$ cat src/rtl/ifetch_stage.sv
// rtl/ifetch_stage.sv - instruction fetch: walks the PC and assembles 1/2-byte instructions
module ifetch_stage #(
    parameter int                ADDR_W   = 8,
    parameter logic [ADDR_W-1:0] RESET_PC = '0
) (
    input  logic              clk,
    input  logic              rst,
    output logic [ADDR_W-1:0] im_addr,
    input  logic [7:0]        im_data,
    input  logic              stall,
    input  logic              load_pc,
    input  logic [ADDR_W-1:0] target,
    output logic [7:0]        opcode_out,
    output logic [7:0]        operand_out,
    output logic              valid,
    output logic [ADDR_W-1:0] ret_addr
);

    typedef enum logic {S_OP, S_OD} state_t;

    state_t            state, state_nx;
    logic [ADDR_W-1:0] pc, pc_nx;
    logic [7:0]        op_r, op_nx;
    logic [7:0]        od_r, od_nx;
    logic              valid_r, valid_nx;

    // Opcodes that carry an 8-bit operand in the following byte
    function automatic logic is_two_byte(input logic [7:0] b);
        logic alu_imm;
        alu_imm = b[3] && (b[7:4] >= 4'h8) && (b[7:4] <= 4'hE);
        return (b == 8'h03) || (b == 8'h05) ||
               (b[7:3] == 5'b00001) || (b[7:3] == 5'b00110) ||
               (b[7:3] == 5'b01011) || alu_imm;
    endfunction

    always_comb begin
        state_nx = state;
        pc_nx    = pc;
        op_nx    = op_r;
        od_nx    = od_r;
        valid_nx = valid_r;
        if (load_pc) begin
            // Redirect flushes any half-assembled instruction, even under stall
            pc_nx    = target;
            state_nx = S_OP;
            op_nx    = 8'h00;
            od_nx    = 8'h00;
            valid_nx = 1'b0;
        end else if (!stall) begin
            pc_nx = pc + ADDR_W'(1);
            case (state)
                S_OP: begin
                    op_nx = im_data;
                    if (is_two_byte(im_data)) begin
                        valid_nx = 1'b0;
                        state_nx = S_OD;
                    end else begin
                        od_nx    = 8'h00;
                        valid_nx = 1'b1;
                    end
                end
                S_OD: begin
                    od_nx    = im_data;
                    valid_nx = 1'b1;
                    state_nx = S_OP;
                end
                default: state_nx = S_OP;
            endcase
        end
    end

    always_ff @(posedge clk) begin
        if (rst) begin
            state   <= S_OP;
            pc      <= RESET_PC;
            op_r    <= 8'h00;
            od_r    <= 8'h00;
            valid_r <= 1'b0;
        end else begin
            state   <= state_nx;
            pc      <= pc_nx;
            op_r    <= op_nx;
            od_r    <= od_nx;
            valid_r <= valid_nx;
        end
    end

    assign im_addr     = pc;
    assign ret_addr    = pc;
    assign valid       = valid_r;
    assign opcode_out  = valid_r ? op_r : 8'h00;
    assign operand_out = valid_r ? od_r : 8'h00;

endmodule

$ cat config.mk
export PLATFORM = sky130hd
export DESIGN_NAME = ifetch_stage
export DESIGN_NICKNAME = d
export VERILOG_FILES = /design/src/rtl/ifetch_stage.sv
export SDC_FILE = /design/constraint.sdc
export NUM_CORES = 1
export LEC_CHECK = 0
export ABC_AREA = 1
export ABC_CLOCK_PERIOD_IN_PS = 1600
export CAP_MARGIN = 30
export CORE_MARGIN = 2
export CORE_UTILIZATION = 35
export DETAILED_ROUTE_END_ITERATION = 8
export GPL_ROUTABILITY_DRIVEN = 0
export PLACE_DENSITY = 0.66
export SYNTH_ARGS = -nofsm -noshare
export SYNTH_HDL_FRONTEND = slang
export SYNTH_SLANG_ARGS = --single-unit
$ cat constraint.sdc
create_clock -name clk -period 1.6 [get_ports clk]
set_clock_uncertainty 0.15 [all_clocks]
set_input_delay 0.16 -clock clk [delete_from_list [all_inputs] [get_ports clk]]
set_output_delay 0.16 -clock clk [all_outputs]
set_load 0.02 [all_outputs]
## After elaboration in Yosys (flattened, before gate mapping)

Index checks and enable logic that the tools add are counted.
W data, S select, Z words.

- Magnitude comparators: 2
- Reductions and logical operators: 10
- Muxes and demuxes: 10
- Bitwise gates (word level): 2
- Add/sub/neg operators: 1
- Equal/unequal tests: 7

Operator list:

| cell | number |
|---|---|
| $mux W8 | 5 |
| $pmux W8 S2 | 1 |
| $add A8 B1 Y8 const B | 1 |
| $eq A8 B2 Y1 const B | 1 |
| $eq A8 B3 Y1 const B | 1 |
| $eq A5 B1 Y1 const B | 1 |
| $eq A5 B3 Y1 const B | 1 |
| $eq A5 B4 Y1 const B | 1 |
| $logic_or A1 B1 Y1 | 5 |
| $ge A4 B4 Y1 const B | 1 |
| $le A4 B4 Y1 const B | 1 |
| $pmux W1 S2 | 2 |
| $reduce_and A2 Y1 | 2 |
| $logic_and A1 B1 Y1 | 2 |
| $mux W1 | 2 |
| $ne A2 B1 Y1 const B | 1 |
| $ne A2 B2 Y1 const B | 1 |
| $not A1 Y1 | 2 |
| $reduce_or A2 Y1 | 1 |

- Bits of input ports: 20
- Output and inout bits: 33
- Logic and storage cells: 37
- Register bits after elaboration: 26

## Depth between registers and ports, before layout

Gate-level depths: netlist of run 1.

- Depth in word-level cells: 8
- Mapped depth: 11
- Gate-level depth less buffers: 11

## Worst setup path before layout of run 1

OpenSTA, ideal clock, no wires.

- Path type: register to output
- Start: register valid_r, in the netlist valid
- End: output port opcode_out[0]
- Arrival: 1.178 ns
- Slack: 0.112 ns
- Stages on the path, launching flop included: 5
- Data required time: 1.290 ns
- Cells stage by stage: dfxtp_1 > clkbuf_1 > clkbuf_1 > nand2_1 > inv_1

- Longest elaborated chain between the ends: 1

Ends and longest elaborated chain:

| what | line | source |
|---|---|---|
| start: declaration | 25 | `logic valid_r, valid_nx;` |
| start signal: assignment | 84 | `valid_r <= valid_nx;` |
| $mux W8 | 91 | `assign opcode_out = valid_r ? op_r : 8'h00;` |
| end: declaration | 13 | `output logic [7:0] opcode_out,` |

Every way passes these cells.

## Worst setup path after layout of run 1

- Start: register valid_r, in the netlist valid
- End: output port opcode_out[1]

Same word-level chain as after synthesis.

==> results of run 1 <==
-- layout by cell type, fill, tap and decap left out, types with 10 or more instances in the layout --
| master | count |
|---|---|
| clkdlybuf4s50_1 | 17 |
| o21ai_0 | 11 |
| nand3_1 | 10 |
| dfxtp_1 | 26 |
| inv_1 | 33 |
| nor2_1 | 25 |
| buf_4 | 19 |
| nand2_1 | 57 |
| dlygate4sd2_1 | 25 |
| a21oi_1 | 19 |
-- per-layer routing --
metal  part of all wire [%]  routed length, um  vias to the layer above
met2                     44               1458                       54
met5                      0                  0                        -
met1                     47               1556                      601
li1                       -                  -                      781
met4                   0.57                 19                        0
met3                    8.7                288                        2
-- flip-flops by register name (all words and copies together) (netlist names) --
register,count
valid,1
state,1
od_r,8
op_r,8
im_addr,8
-- metrics by stage --
step | util, % | hold slack, ns | total power, W
finish | 52.94 | 0.2104 | 0.001465
global route | 52.94 | 0.2258 | 0.001553
CTS | 52.43 | 0.3300 | 0.001478
detailed placement | 52.08 | 0.3165 | 0.001078
global placement | 52.08 | 0.3135 | 0.001078
floorplan | - | 0.07941 | 0.0009215
-- where the power goes --
part | internal (W) | leakage, nW | switching [W]
registers | 0.000681 | 0.213 | 0.0000301
clock network | 0.000220 | 0.0288 | 0.000203
logic | 0.000156 | 0.917 | 0.000176
total | 0.00106 | 1.16 | 0.000409
-- kinds of logic (layout without fill, tap and decap cells) --
logic type | Yosys count | in the layout | synth area share (%)
AOI/OAI and AO/OA | 37 | 37 | 14.03
buffers and inverters | 53 | 112 | 17.30
and+or+nand+nor | 97 | 97 | 27.36
adders and majority gates | 1 | 1 | 0.8825
xor gates and xnor gates | 6 | 6 | 3.708
DFF | 26 | 26 | 36.72
-- worst max-delay path, stage by stage, from the launching register on --
cell and delay (ns):
dfxtp_1 0.39, buf_12 0.15, nand2_1 0.05, inv_1 0.04, dlygate4sd2_1 0.32
-- area by class of cell --
type / count / share of cell area (%)
timing repair buffer: 72 / 31.47
multi-input combinational: 141 / 31.47
inverter: 36 / 6.475
clock buffer: 4 / 2.638
tap: 50 / 2.998
sequential: 26 / 24.94
-- final timing paths --
path | start | to | cells after the start
hold / removal | im_data[5] | op_r[5]$_SDFFE_PP0P_ | 4
setup / recovery | valid$_SDFFE_PP0N_ | opcode_out[1] | 4
setup reg to reg | im_addr[0]$_SDFFE_PP0P_ | im_addr[6]$_SDFFE_PP0P_ | 6
hold reg to reg | state$_SDFFE_PP0N_ | state$_SDFFE_PP0N_ | 2
-- what timing repair did --
action	in CTS	in global routing
endpoints found under the setup margin	33	15
buffers inserted	0	0
cloned	0	0
resized for setup	33	12
==> results by group, run 1 <==
Die
  – Core area: 3943 um2
  – Die Y: 67.64 um
  – Die area: roughly 4600 um2
  – Num rows: 23
  – Initial Util: 35.96%
  – Die width: 67.64 um
  – Top-level port count: 53

Setup path
  – Setup CP Type: register to output pin
  – CP max FO: 13
  – Req. time, crit path: between 1 and 1.5 ns
  – Startpoint type of the worst setup path: register
  – CP Capture Type: output pin
  – R2r setup slk: about 0.16 ns
  – Critical path data arrival time: roughly 1.2 ns

Timing
  – RSZ-0062 raised after global routing: no
  – Pins Over Slew Limit: 0
  – Final WS setup: roughly 0.074 ns
  – Final period utilization: 95.35%
  – Final min period: 1.526 ns
  – Setup TNS: 0 ns
  – Max frequency: between 600 and 700 MHz
  – Final Setup Violations: 0
  – Final hold viol count: 0
  – Worst rel slew slack: around 81%
  – Transition time of the tightest slew-check pin: roughly 0.29 ns

CTS
  – CTS buffer count: 3
  – Clk sinks: 26
  – Root Driver: clkbuf_8
  – Reg clk slew, reported paths: 0.09 ns
  – Longest Clk Path Bufs: 2
  – Worst-Skew Late Latency: ~0.26 ns
  – Hold Buf Count CTS: 0
  – CTS tree: done
  – Level count of the clock H-tree: 1

Cells and area
  – Share of cells above drive strength 1: a little under an eighth
  – Final Cell Area: 2087 um2
  – Area occupied by multi-input gates: between 600 and 700 um2
  – N_diodes: 0
  – Reg area: about 520 um2
  – Area Growth Syn to Fin: 47.22%
  – Layout fillers: just over 400
  – Final net count: about 300
  – Layout Cells excl Fill: around 330

Drt
  – DR vias: roughly 1,400
  – Routed Antenna Nets: 0
  – Final WL: about 3300 um
  – Via density: about 4.4
  – DRT Pass-1 Iters: 4
  – Initial DRC count: 67
  – DR WL/cell: between 10 and 15 um
  – DRC Markers: 0

Yosys
  – Commonest cells in the synthesized netlist: nand2_1, inv_1, dfxtp_1, nor2_1, a21oi_1
  – Mapped Cells: 220
  – Yosys warning total: 0
  – Prevailing post-synth register cell: dfxtp_1
  – Seq/Total Area, Yosys: 36.72%
  – Synth async-reset ratio: 0%
  – Synth area leaders: dfxtp_1, nand2_1, inv_1
  – Area leader, netlist: dfxtp_1
  – Top cell type's share of synthesized area: a little under two fifths
  – Number of flops mapped to enable cells by yosys: 0
  – Most frequent cell after synthesis: nand2_1
  – Syn Nets: around 240
  – Yosys reg bits: 26
  – Synth cell types: 24
  – Synth Cell Area: around 1400 um2
  – Synthesized area per cell: 6.444 um2

Global routing
  – Total global routing overflow: 0
  – Met1 Resource Use GR: between 20 and 25%
  – Largest net degree at the start of global routing: 17
  – Met3 usage: under 10%
  – Gr busiest metal: met2
  – First-pass GRT wire length: about 5700 um
  – Total track usage: between 10% and 20%
  – Vias in the first global route: 1,328
  – Initial antenna violation count: 0
  – Met2 global-route usage: 27.70%

Status
  – Status: complete, no violations

Hold path
  – Worst Hold Class: input port to register

Placement
  – Dpl cells: 325
  – Post-Place Cell Area: between 2000 and 2500 um2
  – Port bufs: 52
  – Post-DP HPWL: roughly 2500 um
  – Place WS: -0.2407 ns

Power and ir drop
  – Power per Cell Area: 702.1 nW/um2
  – Peak VDD IR: approximately 0.30 mV
  – Leakage: ~1.2 nW

Job
  – Max-capacitance violation count: 0
(Power assumes the default switching activity.)
==> run 2, diff against run 1 <==
Settings changed: ABC_CLOCK_PERIOD_IN_PS 1600 to 1700, CAP_MARGIN 30 to not set.
Clock period 1.6 ns to 1.7 ns, I/O delays scaled along.
==> results by group, run 2 (synthesized netlist as in run 1, its figures left out) <==
Status
  – Status: complete, no violations (unchanged)

Setup path
  – Critical path data arrival time: 1.33 ns (was 1.22 ns)
  – Setup CP Type: register to output pin (unchanged)
  – Startpoint type of the worst setup path: register (unchanged)
  – Critical path's largest stage delay: 0.64 ns (was 0.39 ns)
  – Crit-path cells: clkdlybuf4s50_1 (was buf_12 > nand2_1 > inv_1 > dlygate4sd2_1)
  – CP Capture Type: output pin (unchanged)
  – Crit Reg-Reg Startpoint: im_addr[0]$_SDFFE_PP0P_ (unchanged)
  – R2r setup slk: 0.31 ns (was 0.16 ns)
  – Buf/Inv on CP: 1 (was 3)
  – Worst reg2reg path endpoint: im_addr[6]$_SDFFE_PP0P_ (unchanged)
  – CP top delay family: buffers and inverters (unchanged)
  – CP max FO: 5 (was 13)
  – Req. time, crit path: 1.38 ns (was 1.29 ns)
  – Worst R2R Path Depth: 6 (unchanged)
  – Slowest stage cell, crit path: clkdlybuf4s50_1 (was dfxtp_1)

Drt
  – Initial DRC count: 51 (was 67)
  – Via density: 4.462 (was 4.371)
  – DR vias: 1,459 (was 1,438)
  – DRC Markers: 0 (unchanged)
  – Final WL: 3324 um (was 3321 um)
  – Routed Antenna Nets: 0 (unchanged)
  – DR WL/cell: 10.17 um (was 10.09 um)
  – DRT Pass-1 Iters: 4 (unchanged)

Cells and area
  – Share of cells above drive strength 1: 10.47% (was 11.47%)
  – Area occupied by multi-input gates: 651.9 um2 (was 656.9 um2)
  – Area Growth Syn to Fin: 47.66% (was 47.22%)
  – Reg area: 520.5 um2 (unchanged)
  – Layout fillers: 398 (was 404)
  – Most frequent cells in the layout: nand2_1, inv_1, dfxtp_1, nor2_1, clkdlybuf4s50_1 (was nand2_1, inv_1, dfxtp_1, nor2_1, dlygate4sd2_1)
  – Final net count: 300 (was 301)
  – Most common cell after layout, fill and taps aside: nand2_1 (unchanged)
  – N_diodes: 0 (unchanged)
  – Core Util, Final: 53.09% (was 52.94%)
  – Layout Cells excl Fill: 327 (was 329)
  – Final Cell Area: 2093 um2 (was 2087 um2)

CTS
  – Reg clk slew, reported paths: 0.08 ns (was 0.09 ns)
  – CTS buffer count: 3 (unchanged)
  – Level count of the clock H-tree: 1 (unchanged)
  – Root Driver: clkbuf_8 (unchanged)
  – CTS tree: done (unchanged)
  – Longest Clk Path Bufs: 2 (unchanged)
  – Setup bufs post-CTS: 0 (unchanged)
  – Worst-Skew Late Latency: 0.26 ns (about the same)
  – Clk sinks: 26 (unchanged)

Timing
  – Final min period: between 1.5 and 2 ns
  – Setup TNS: 0 ns (unchanged)
  – Final hold viol count: 0 (unchanged)
  – RSZ-0062 raised after global routing: no (unchanged)
  – Transition time of the tightest slew-check pin: 0.2910 ns (was 0.2882 ns)
  – Worst rel slew slack: 80.53% (was 80.71%)
  – Hold Slack: 0.2179 ns (was 0.2104 ns)
  – Final Setup Violations: 0 (unchanged)
  – Final period utilization: a little over nine tenths
  – Pins Over Slew Limit: 0 (unchanged)
  – Max frequency: roughly 600 MHz

Die
  – Die width: 67.64 um (unchanged)
  – Initial Util: 35.96% (unchanged)
  – Core area: 3943 um2 (unchanged)
  – Die area: 4575 um2 (unchanged)
  – Num rows: 23 (unchanged)
  – Die Y: 67.64 um (unchanged)
  – Top-level port count: 53 (unchanged)

Power and ir drop
  – Leakage: 1.250 nW (was 1.159 nW)
  – Power per Cell Area: 634.5 nW/um2 (was 702.1 nW/um2)
  – Peak VDD IR: 0.2477 mV (was 0.3049 mV)

Global routing
  – Total global routing overflow: 0 (unchanged)
  – First-pass GRT wire length: 5457 um (was 5699 um)
  – Largest net degree at the start of global routing: 16 (was 17)
  – Total track usage: 15.64% (was 16.21%)
  – Vias in the first global route: 1,320 (was 1,328)
  – Initial antenna violation count: 0 (unchanged)

Hold path
  – WHS Endpoint: od_r[5]$_SDFFE_PP0P_ (was op_r[5]$_SDFFE_PP0P_)
  – Min-delay src: im_data[5] (unchanged)
  – Hold path cells: 5 (was 4)
  – Worst Hold Class: input port to register (unchanged)

Placement
  – Post-DP HPWL: 2618 um (was 2517 um)
  – Post-Place Cell Area: 2046 um2 (was 2053 um2)
  – Dpl cells: 324 (was 325)
  – Port bufs: 52 (unchanged)

Job
  – Max-capacitance violation count: 0 (unchanged)
==> run 2: changes by cell type in the layout (fill, tap and decap cells not counted), sizes merged <==
cell / previous run / this run
dlymetal6s2s: 2 / 11
clkdlybuf4s15: 8 / 0
dlygate4sd2: 25 / 17
clkdlybuf4s50: 17 / 24
buf: 20 / 19
clkbuf: 4 / 3
==> run 2: stage by stage <==
| stage | worst slack, ns | total power, W |
|---|---|---|
| 2_1_floorplan | 0.2016 | 0.0008673 |
| 3_3_place_gp | -0.1679 | 0.001013 |
| 3_5_place_dp | -0.1973 | 0.001014 |
| 4_1_cts | 0.01613 | 0.001349 |
| 5_1_grt | 0.005462 | 0.001407 |
| 6_report | 0.05078 | 0.001328 |
==> run 2: repair_timing <==
action	CTS	global route
endpoints found under the hold margin	0	0
hold buffers	0	0
resized for setup	17	11
setup endpoints to repair	17	11
pin swaps	0	0
==> run 2: worst register-to-register path, stage by stage, from the launching register on <==
cell     delay [ns]
dfxtp_1        0.43
ha_1           0.20
nand3_1        0.09
nor2_1         0.12
xor2_1         0.15
nand2_1        0.06
a31oi_1        0.11
==> run 2: layout make-up <==
cell class,instances,area share (%)
Tap cell,50,2.989
Sequential cell,26,24.87
Inverter,36,6.455
Multi-Input combinational cell,141,31.14
Timing Repair Buffer,71,32.58
Clock buffer,3,1.973
==> run 2: power breakdown <==
group          switching [W]  internal (W)  leakage, nW
registers          0.0000278      0.000640        0.213
clock network       0.000179      0.000158       0.0216
logic               0.000163      0.000159         1.01
total               0.000370      0.000958         1.25
==> run 2: worst max-delay path by stage <==
stage / start / endpoint / slack [ns] / cells past startpoint
2_1_floorplan: valid$_SDFFE_PP0N_ / opcode_out[0] / 0.20 / 4
3_3_place_gp: im_data[5] / od_r[2]$_SDFFE_PP0P_ / -0.17 / 10
3_5_place_dp: im_data[6] / od_r[2]$_SDFFE_PP0P_ / -0.20 / 10
4_1_cts: im_addr[0]$_SDFFE_PP0P_ / im_addr[0] / 0.02 / 1
5_1_grt: im_addr[6]$_SDFFE_PP0P_ / im_addr[6] / 0.005 / 1
6_report: im_addr[6]$_SDFFE_PP0P_ / im_addr[6] / 0.05 / 1
==> run 2: metal layers <==
layer | global-route usage (%) | share of wire, % | vias to the layer above | wire, um
li1 | - | - | 778 | -
met1 | 18.81 | 43 | 625 | 1432
met3 | 4.000 | 9.5 | 4 | 317
met5 | 0 | 0 | - | 0
met2 | 27.21 | 47 | 52 | 1548
met4 | 4.592 | 0.78 | 0 | 26
==> run 3, diff against run 2 <==
--- a/config.mk
+++ b/config.mk
@@ -9,8 +9,8 @@
 export ABC_CLOCK_PERIOD_IN_PS = 1700
 export CORE_MARGIN = 2
-export CORE_UTILIZATION = 35
+export CORE_UTILIZATION = 44
 export DETAILED_ROUTE_END_ITERATION = 8
 export GPL_ROUTABILITY_DRIVEN = 0
-export PLACE_DENSITY = 0.66
+export PLACE_DENSITY = 0.8
 export SYNTH_ARGS = -nofsm -noshare
 export SYNTH_HDL_FRONTEND = slang
--- a/constraint.sdc
+++ b/constraint.sdc
@@ -3,3 +3,3 @@
 set_input_delay 0.17 -clock clk [delete_from_list [all_inputs] [get_ports clk]]
 set_output_delay 0.17 -clock clk [all_outputs]
-set_load 0.02 [all_outputs]
+set_load 0.01 [all_outputs]
==> results by group, run 3 (synthesized netlist as in run 1, its figures left out) <==
Placement
  – Post-Place Cell Area: 2046 um2 (unchanged)
  – Port bufs: 52 (unchanged)
  – Post-DP HPWL: 2552 um (was 2618 um)
  – Dpl cells: 319 (was 324)

CTS
  – CTS tree: done (unchanged)
  – Clk sinks: 26 (unchanged)
  – Reg clk slew, reported paths: 0.14 ns (was 0.08 ns)
  – CTS buffer count: 3 (unchanged)
  – Setup bufs post-CTS: 0 (unchanged)
  – Worst-Skew Late Latency: 0.32 ns (was 0.26 ns)
  – Root Driver: clkbuf_4 (was clkbuf_8)
  – Longest Clk Path Bufs: 2 (unchanged)
  – Level count of the clock H-tree: 1 (unchanged)

Cells and area
  – Area Growth Syn to Fin: 45.45% (was 47.66%)
  – Share of cells above drive strength 1: 12.95% (was 10.47%)
  – Layout fillers: 298 (was 398)
  – Final Cell Area: 2062 um2 (was 2093 um2)
  – Core Util, Final: 67.54% (was 53.09%)
  – Most frequent cells in the layout: nand2_1, clkdlybuf4s50_1, inv_1, nor2_1, dfxtp_1 (was nand2_1, inv_1, dfxtp_1, nor2_1, clkdlybuf4s50_1)
  – Layout Cells excl Fill: 322 (was 327)
  – Final net count: 301 (was 300)
  – Most common cell after layout, fill and taps aside: nand2_1 (unchanged)
  – N_diodes: 0 (unchanged)

Timing
  – Final period utilization: 96.28% (was 97.01%)
  – Max frequency: 610.9 MHz (was 606.3 MHz)
  – Final Setup Violations: 0 (unchanged)
  – Pins Over Slew Limit: 0 (unchanged)
  – Transition time of the tightest slew-check pin: 0.3562 ns (was 0.2910 ns)
  – Final hold viol count: 0 (unchanged)
  – Final min period: 1.637 ns (was 1.649 ns)
  – RSZ-0062 raised after global routing: no (unchanged)
  – Setup TNS: 0 ns (unchanged)
  – Worst rel slew slack: 76.16% (was 80.53%)

Setup path
  – Buf/Inv on CP: 1 (unchanged)
  – Critical path's largest stage delay: 0.57 ns (was 0.64 ns)
  – Slowest stage cell, crit path: clkdlybuf4s50_1 (unchanged)
  – Crit-path cells: clkdlybuf4s50_1 (unchanged)
  – R2r setup slk: 0.32 ns (was 0.31 ns)
  – Startpoint type of the worst setup path: register (unchanged)
  – CP max FO: 5 (unchanged)
  – Req. time, crit path: 1.38 ns (about the same)
  – Critical path data arrival time: 1.32 ns (was 1.33 ns)
  – CP Capture Type: output pin (unchanged)
  – CP top delay family: buffers and inverters (unchanged)
  – Setup CP Type: register to output pin (unchanged)

Die
  – Num rows: 20 (was 23)
  – Die Y: 60.76 um (was 67.64 um)
  – Core area: 3053 um2 (was 3943 um2)
  – Initial Util: 46.43% (was 35.96%)
  – Die area: 3692 um2 (was 4575 um2)
  – Top-level port count: 53 (unchanged)
  – Die width: 60.76 um (was 67.64 um)

Drt
  – Routed Antenna Nets: 0 (unchanged)
  – DR WL/cell: 10.09 um (was 10.17 um)
  – Final WL: 3248 um (was 3324 um)
  – DRT Pass-1 Iters: 4 (unchanged)
  – Initial DRC count: 42 (was 51)
  – DR vias: 1,496 (was 1,459)
  – DRC Markers: 0 (unchanged)
  – Via density: 4.646 (was 4.462)

Power and ir drop
  – Power per Cell Area: 601.4 nW/um2 (was 634.5 nW/um2)
  – Leakage: 1.113 nW (was 1.250 nW)
  – Peak VDD IR: 0.4096 mV (was 0.2477 mV)

Status
  – Status: complete, no violations (unchanged)

Global routing
  – Largest net degree at the start of global routing: 17 (was 16)
  – Vias in the first global route: 1,325 (was 1,320)
  – Initial antenna violation count: 0 (unchanged)
  – Total global routing overflow: 0 (unchanged)
  – Total track usage: 19.35% (was 15.64%)
  – First-pass GRT wire length: 5430 um (was 5457 um)

Hold path
  – Worst Hold Class: input port to register (unchanged)

Job
  – Max-capacitance violation count: 0 (unchanged)
==> run 3: cell count changes in the layout (fill, tap and decap cells not counted) <==
cell,change
clkbuf_4,+3
dlygate4sd2_1,-1
buf_6,+1
dlymetal6s2s_1,-10
clkbuf_8,-3
dfxtp_2,+6
dfxtp_1,-6
clkdlybuf4s50_1,+11
==> run 3: per-layer routing <==
layer / wire (um) / track usage [%]
met5: 0 / 0
met4: 20 / 7.143
met3: 211 / 3.625
met2: 1666 / 34.87
met1: 1349 / 22.69
==> run 3: power breakdown <==
group | internal (W) | switching, W
Sequential | 0.000643 | 0.0000270
Combinational | 0.000168 | 0.000144
Clock | 0.0000830 | 0.000176
==> run 3: cell type report <==
type / instances / area (um2) / share of cell area, %
Multi-Input combinational cell: 141 / 651.9 / 31.61
Tap cell: 44 / 55.05 / 2.670
Sequential cell: 26 / 528.0 / 25.61
Inverter: 36 / 135.1 / 6.553
Timing Repair Buffer: 72 / 669.4 / 32.46
Clock buffer: 3 / 22.52 / 1.092
==> run 3: final timing paths <==
| kind | startpoint | cells past startpoint | to |
|---|---|---|---|
| worst min register to register | state$_SDFFE_PP0N_ | 2 | state$_SDFFE_PP0N_ |
| worst max register to register | im_addr[0]$_SDFFE_PP0P_ | 6 | im_addr[6]$_SDFFE_PP0P_ |
| worst min-delay path | target[6] | 3 | im_addr[6]$_SDFFE_PP0P_ |
| worst max-delay path | im_addr[4]$_SDFFE_PP0P_ | 1 | im_addr[4] |
==> run 3: repair_timing <==
action	4_1_cts	5_1_grt
gates resized for setup	18	6
hold buffers	0	0
cloned	0	0
endpoints found under the setup margin	17	11
==> run 3: through the flow <==
stage	power (W)	setup slack, ns	hold WS, ns
after floorplan	0.0008443	0.3353	0.08941
after global placement	0.0009905	-0.09255	0.3068
after detailed placement	0.0009938	-0.09097	0.3213
after CTS	0.001253	0.01468	0.2443
after global routing	0.001314	0.00004952	0.2583
final	0.001240	0.06317	0.2447
